**src/rtl/uart_pkg.sv**
```systemverilog
// Shared definitions for the UART program loader: FSM encodings and address layout.
package uart_pkg;

    // Loader FSM: count header, instruction words, data count header, data words, done
    typedef enum logic [2:0] {
        S_ICNT,
        S_IDATA,
        S_DCNT,
        S_DDATA,
        S_DONE
    } state_t;

    // Receiver FSM inside uart_rx_core
    typedef enum logic [2:0] {
        R_IDLE,
        R_START,
        R_DATA,
        R_STOP,
        R_WAIT
    } rx_state_t;

    // Address bit 14 selects instruction ROM (0) or data RAM (1)
    localparam int MEM_SEL_BIT = 14;
    localparam int IDX_W       = 14;
    localparam int ADR_W       = 15;

endpackage

```
**src/rtl/uart_rx_core.sv**
```systemverilog
// 8N1 UART receiver: 2-FF synchronizer, mid-bit sampling, framing check.
// Emits a one-cycle byte_vld with byte_dat on a good stop bit, frame_err on a bad one.
module uart_rx_core import uart_pkg::*; #(
    parameter int DIV = 16
) (
    input  logic       clk,
    input  logic       rst,
    input  logic       rx,
    output logic       byte_vld,
    output logic [7:0] byte_dat,
    output logic       frame_err
);

    localparam int CW = $clog2(DIV);
    localparam logic [CW-1:0] HALF_M1 = CW'(DIV / 2 - 1);
    localparam logic [CW-1:0] FULL_M1 = CW'(DIV - 1);

    logic            rx_s1, rx_s2, rx_prev;
    rx_state_t       rx_state, rx_state_nxt;
    logic [CW-1:0]   cnt, cnt_nxt;
    logic [2:0]      bit_idx, bit_nxt;
    logic [7:0]      shift, shift_nxt;
    logic            vld_nxt, ferr_nxt;

    assign byte_dat = shift;

    // Synchronize the asynchronous line and keep one older sample for edge detection
    always_ff @(posedge clk or posedge rst) begin
        if (rst) begin
            rx_s1   <= 1'b1;
            rx_s2   <= 1'b1;
            rx_prev <= 1'b1;
        end else begin
            rx_s1   <= rx;
            rx_s2   <= rx_s1;
            rx_prev <= rx_s2;
        end
    end

    // Receiver state, baud counter, bit counter and deserializer registers
    always_ff @(posedge clk or posedge rst) begin
        if (rst) begin
            rx_state  <= R_IDLE;
            cnt       <= '0;
            bit_idx   <= '0;
            shift     <= '0;
            byte_vld  <= 1'b0;
            frame_err <= 1'b0;
        end else begin
            rx_state  <= rx_state_nxt;
            cnt       <= cnt_nxt;
            bit_idx   <= bit_nxt;
            shift     <= shift_nxt;
            byte_vld  <= vld_nxt;
            frame_err <= ferr_nxt;
        end
    end

    // Next-state logic: start check at half a bit, then sample every full bit period
    always_comb begin
        rx_state_nxt = rx_state;
        cnt_nxt      = cnt + 1'b1;
        bit_nxt      = bit_idx;
        shift_nxt    = shift;
        vld_nxt      = 1'b0;
        ferr_nxt     = 1'b0;
        case (rx_state)
            R_IDLE: begin
                cnt_nxt = '0;
                if (rx_prev && !rx_s2) rx_state_nxt = R_START;
            end
            R_START: begin
                if (cnt == HALF_M1) begin
                    cnt_nxt      = '0;
                    bit_nxt      = '0;
                    // A start bit that is high again at mid-bit was only a glitch
                    rx_state_nxt = rx_s2 ? R_IDLE : R_DATA;
                end
            end
            R_DATA: begin
                if (cnt == FULL_M1) begin
                    cnt_nxt   = '0;
                    shift_nxt = {rx_s2, shift[7:1]};
                    bit_nxt   = bit_idx + 3'd1;
                    if (bit_idx == 3'd7) rx_state_nxt = R_STOP;
                end
            end
            R_STOP: begin
                if (cnt == FULL_M1) begin
                    cnt_nxt = '0;
                    if (rx_s2) begin
                        vld_nxt      = 1'b1;
                        rx_state_nxt = R_IDLE;
                    end else begin
                        ferr_nxt     = 1'b1;
                        rx_state_nxt = R_WAIT;
                    end
                end
            end
            R_WAIT: begin
                // After a framing error, re-arm only once the line has returned high
                cnt_nxt = '0;
                if (rx_s2) rx_state_nxt = R_IDLE;
            end
            default: rx_state_nxt = R_IDLE;
        endcase
    end

endmodule

```
**src/rtl/uart_prog_loader.sv**
```systemverilog
// UART boot loader: parses a count/words image for instruction ROM then data RAM,
// producing one-cycle word write strobes and a sticky done flag.
module uart_prog_loader import uart_pkg::*; #(
    parameter int CLK_HZ  = 10_000_000,
    parameter int BAUD    = 128_000,
    parameter int IDLE_TO = 1_000_000
) (
    input  logic             upg_clk_i,
    input  logic             upg_rst_i,
    input  logic             upg_rx_i,
    output logic             upg_clk_o,
    output logic             upg_wen_o,
    output logic [ADR_W-1:0] upg_adr_o,
    output logic [31:0]      upg_dat_o,
    output logic             upg_done_o,
    output logic             upg_err_o
);

    localparam int DIV = CLK_HZ / BAUD;
    localparam int TW  = $clog2(IDLE_TO + 1);

    logic             byte_vld, frame_err;
    logic [7:0]       byte_dat;

    state_t           state, state_nxt;
    logic [1:0]       byte_cnt;
    logic [7:0]       cnt_lo;
    logic [IDX_W-1:0] word_cnt, word_idx, hdr_cnt;
    logic [23:0]      word_buf;
    logic [TW-1:0]    idle_cnt;
    logic             idle_run, timeout, take, wr_word, last_word;
    logic             wen;
    logic [ADR_W-1:0] adr;
    logic [31:0]      dat;
    logic             err;

    uart_rx_core #(.DIV(DIV)) u_rx (
        .clk       (upg_clk_i),
        .rst       (upg_rst_i),
        .rx        (upg_rx_i),
        .byte_vld  (byte_vld),
        .byte_dat  (byte_dat),
        .frame_err (frame_err)
    );

    assign upg_clk_o  = upg_clk_i;
    assign upg_wen_o  = wen;
    assign upg_adr_o  = adr;
    assign upg_dat_o  = dat;
    assign upg_err_o  = err;
    assign upg_done_o = (state == S_DONE);

    // Loader state register
    always_ff @(posedge upg_clk_i or posedge upg_rst_i) begin
        if (upg_rst_i) state <= S_ICNT;
        else           state <= state_nxt;
    end

    // Next-state and event decode; an idle timeout overrides a byte arriving the same cycle
    always_comb begin
        idle_run  = (state == S_IDATA) || (state == S_DCNT) || (state == S_DDATA) ||
                    ((state == S_ICNT) && (byte_cnt == 2'd1));
        timeout   = idle_run && (idle_cnt == TW'(IDLE_TO - 1));
        take      = byte_vld && !timeout;
        hdr_cnt   = {byte_dat[5:0], cnt_lo};
        last_word = (word_idx == word_cnt - 14'd1);
        wr_word   = take && ((state == S_IDATA) || (state == S_DDATA)) && (byte_cnt == 2'd3);
        state_nxt = state;
        if (timeout) begin
            state_nxt = S_ICNT;
        end else if (take) begin
            case (state)
                S_ICNT:  if (byte_cnt == 2'd1) state_nxt = (hdr_cnt == '0) ? S_DCNT : S_IDATA;
                S_DCNT:  if (byte_cnt == 2'd1) state_nxt = (hdr_cnt == '0) ? S_DONE : S_DDATA;
                S_IDATA: if (wr_word && last_word) state_nxt = S_DCNT;
                S_DDATA: if (wr_word && last_word) state_nxt = S_DONE;
                default: state_nxt = state;
            endcase
        end
    end

    // Counters, header capture, write strobe/address/data and sticky error
    always_ff @(posedge upg_clk_i or posedge upg_rst_i) begin
        if (upg_rst_i) begin
            byte_cnt <= '0;
            cnt_lo   <= '0;
            word_cnt <= '0;
            word_idx <= '0;
            idle_cnt <= '0;
            wen      <= 1'b0;
            adr      <= '0;
            dat      <= '0;
            err      <= 1'b0;
        end else begin
            wen <= wr_word;
            if (frame_err || timeout) err <= 1'b1;
            if (!idle_run || byte_vld || timeout) idle_cnt <= '0;
            else                                  idle_cnt <= idle_cnt + 1'b1;

            if (timeout) begin
                byte_cnt <= '0;
                word_idx <= '0;
            end else if (take) begin
                case (state)
                    S_ICNT, S_DCNT: begin
                        if (byte_cnt == 2'd0) begin
                            cnt_lo   <= byte_dat;
                            byte_cnt <= 2'd1;
                        end else begin
                            word_cnt <= hdr_cnt;
                            byte_cnt <= 2'd0;
                            word_idx <= '0;
                        end
                    end
                    S_IDATA, S_DDATA: begin
                        byte_cnt <= byte_cnt + 2'd1;
                        if (byte_cnt == 2'd3) begin
                            adr[MEM_SEL_BIT]   <= (state == S_DDATA);
                            adr[IDX_W-1:0]     <= word_idx;
                            dat                <= {byte_dat, word_buf};
                            word_idx           <= last_word ? '0 : word_idx + 14'd1;
                        end
                    end
                    default: ;
                endcase
            end
        end
    end

    // Little-endian byte assembly; only the first three bytes of a word are held here
    always_ff @(posedge upg_clk_i) begin
        if (take && ((state == S_IDATA) || (state == S_DDATA)) && (byte_cnt != 2'd3))
            word_buf <= {byte_dat, word_buf[23:8]};
    end

endmodule

```
**config.mk**
```make
export PLATFORM = sky130hd
export DESIGN_NAME = uart_prog_loader
export DESIGN_NICKNAME = d
export VERILOG_FILES = /design/src/rtl/uart_pkg.sv /design/src/rtl/uart_rx_core.sv /design/src/rtl/uart_prog_loader.sv
export SDC_FILE = /design/constraint.sdc
export NUM_CORES = 1
export LEC_CHECK = 0
export CAP_MARGIN = 20
export CORE_UTILIZATION = 53
export DETAILED_ROUTE_END_ITERATION = 16
export PLACE_DENSITY = 0.78
export SLEW_MARGIN = 20
export SYNTH_ARGS = -nofsm -noshare
export SYNTH_HDL_FRONTEND = slang
export SYNTH_SLANG_ARGS = --single-unit
```
**constraint.sdc**
```tcl
create_clock -name upg_clk_i -period 10.1 [get_ports upg_clk_i]
set_input_delay 3.03 -clock upg_clk_i [delete_from_list [all_inputs] [get_ports upg_clk_i]]
set_output_delay 3.03 -clock upg_clk_i [all_outputs]
set_load 0.005 [all_outputs]
```
==> results.cfg <==
[worst_setup_path]
rr_worst_depth = 7
endpoint_kind = output pin
critPathKind = clk -> out
required_ns = 7.07
critPathLaunchType = clock port
critPathMaxFanout = 2
worstPathArrival_ns = 5.73

[sta]
drv_slew = 0
fin_setup_tns_ns = 0
hold_violations = 0
hold_slack_ns = 0.365
setup_viol = 0
tightest_slew_ns = 0.974
fin_skew_ns = 0.00847
slew_headroom_pct = 34.6
rsz0062_at_grt = no

[global_route]
grt_pass1_wl_mm = 23.7
overflow = 0
grt_max_degree = 91
grt_pass1_vias = 4928
track_usage_pct = 21.8
antenna_found_initial = 0

[clock_network]
cts_hold_buf = 0
ctsResizeCount = 0
clk_pin_slew_ns = 0.06
post_cts_buffers = 0
clk_latency_ns = 0.54
cts_tree = yes

[yosys]
yosysWarnings = 0
synthCells = 614
synth_commonest_cells = 133 x dfrtp_1, 68 x mux2_2, 68 x nor2_1
syn-num-nets = 628
yosysTopAreaCell = dfrtp_1
yosysUniqueCellTypes = 61
synth_area_leaders = dfrtp_1 46%, mux2_2 11%, edfxtp_1 10%
synthFlopType = dfrtp_1
synth_edf_count = 24
synth-seq-cells = 160
avgSynthCellArea_um2 = 11.7
synth_area_mm2 = 0.00721
async_flop_share_pct = 85.0
synth.most_common_cell = dfrtp_1
synth_top_area_share_pct = 46.2
synth_seq_area_share_pct = 57.3

[place]
dpl-instance-area_mm2 = 0.00787
dp_hpwl_mm = 9.62
port_buffers = 53
gp_congestion = 0.861

[route]
drc = 0
antenna_left = 0
routed_wl_mm = 14.1
wl_per_cell_um = 16.6
drt-vias-per-instance = 5.72
drtPass1Iterations = 5
routed-via-count = 4881
drt-initial-drc-count = 361

[floorplanning]
coreArea_mm2 = 0.0132
start_util_pct = 54.4
die-area_mm2 = 0.0141
fp.dieW_um = 119
io_pins = 54
die_h_um = 119
rows = 42

[final_layout]
n_antenna_cell = 0
fillCellCount = 1021
synthToLayoutAreaGrowth_pct = 17.9
finish.net_count = 678
drive_gt1_share_pct = 17.6
design_area_mm2 = 0.00850

[power_and_ir_drop]
p_int_uw = 1090
p_comb_share_pct = 4.3
irDropWorstVdd_mv = 0.138
switching_share_pct = 22.2
clkPwrFrac_pct = 46.5
pwr-share-seq_pct = 49.2
p_switching_uw = 312
power.density_mw_per_mm2 = 165
p_leak_uw = 0.00379

[job]
cap_violations = 0

[min_path]
min_path_type = reg -> reg
holdPathStages = 0

[status]
status = complete, no violations
final timing paths:
kind,endpoint,from,slack [ns]
setup / recovery,upg_clk_o,upg_clk_i,1.34
hold / removal,u_rx.rx_s2,u_rx.rx_s1,0.36
setup reg to reg,upg_dat_o[22],idle_cnt[8],6.23
hold reg to reg,u_rx.rx_s2,u_rx.rx_s1,0.36
max in group asynchronous,upg_adr_o[11],upg_rst_i,6.02
min in group asynchronous,u_rx.frame_err,upg_rst_i,2.90
cells by family (layout without fill, tap and decap cells):
logic type      count (synthesis)  count (layout)  synth area share, %
fa+ha+maj                      11              11                 1.91
simple gates                  220             220                 14.9
mux                            73              73                 11.4
flops                         160             160                 57.3
buf+inv                        45             108                 2.72
xor+xnor                       40              40                 4.86
compound gates                 65              65                 7.03
power by group through the flow:
stage	Sequential (µW)	Combinational, µW	Clock, µW
2_1_floorplan	694	50.7	6.42
3_3_place_gp	700	56.1	8.34
3_5_place_dp	702	61.0	8.34
4_1_cts	690	61.4	667
5_1_grt	693	71.4	696
6_report	690	59.7	653
per-stage QoR:
stage	total power, µW	util, %	instances	setup slack, ns
2_1_floorplan	751	-	614	1.91
3_3_place_gp	764	59.4	818	1.61
3_5_place_dp	771	59.4	818	1.61
4_1_cts	1420	64.1	853	1.33
5_1_grt	1460	64.2	853	1.32
6_report	1400	64.2	853	1.34
per-layer routing:
metal	part of all wire (%)	vias to the layer above	track usage (%)
met2	50	128	36.3
met3	5.1	26	6.23
met4	2.1	0	9.18
met5	0	-	0
met1	42	2450	26.5
li1	-	2277	-
final cells by class:
| class | count | area (µm²) | share of cell area [%] |
|---|---|---|---|
| clock buffer | 29 | 581 | 6.83 |
| clock inverter | 7 | 53.8 | 0.633 |
| inverter | 17 | 66.3 | 0.780 |
| multi-input combinational | 409 | 2900 | 34.2 |
| sequential | 160 | 4130 | 48.6 |
| tap | 176 | 220 | 2.59 |
| timing repair buffer | 55 | 547 | 6.43 |
flip-flops by register name (all words and copies together), names as in the netlist, 2 cells and up:
| name | flops |
|---|---|
| state | 3 |
| u_rx.cnt | 7 |
| u_rx.rx_state | 3 |
| word_idx | 14 |
| word_cnt | 14 |
| idle_cnt | 20 |
| u_rx.byte_dat | 8 |
| byte_cnt | 2 |
| word_buf | 24 |
| upg_dat_o | 32 |
| cnt_lo | 8 |
| upg_adr_o | 15 |
| u_rx.bit_idx | 3 |
worst max-delay path, cell delays in order:
cell	delay (ns)
clkbuf_16	0.12
clkbuf_16	0.13
clkdlybuf4s50_1	0.44
placed cells by master (no fill, tap or decap), types with 3 or more instances in the layout:
master / synthesis / routed
clkbuf_8: 0 / 4
dfstp_2: 3 / 3
nor4_1: 9 / 9
o31ai_1: 10 / 10
clkbuf_1: 16 / 4
or3_1: 7 / 7
mux2i_1: 3 / 3
nor2_1: 68 / 67
ha_1: 11 / 11
and2_1: 4 / 4
xnor2_1: 16 / 16
nor2b_1: 4 / 4
nand2b_1: 5 / 5
nor3b_1: 4 / 3
clkdlybuf4s50_1: 0 / 53
mux2_2: 68 / 68
a22o_1: 11 / 11
nand3_1: 26 / 26
clkinvlp_4: 0 / 3
o21ai_0: 7 / 7
xor2_1: 24 / 24
a221o_1: 4 / 4
nand4_1: 6 / 6
inv_1: 15 / 14
dfrtp_1: 133 / 133
nor3_1: 9 / 8
a21oi_1: 12 / 12
edfxtp_1: 24 / 24
and3_1: 10 / 10
nand2_1: 54 / 54
clkbuf_16: 0 / 20
Power figures use the tool's default switching activity.
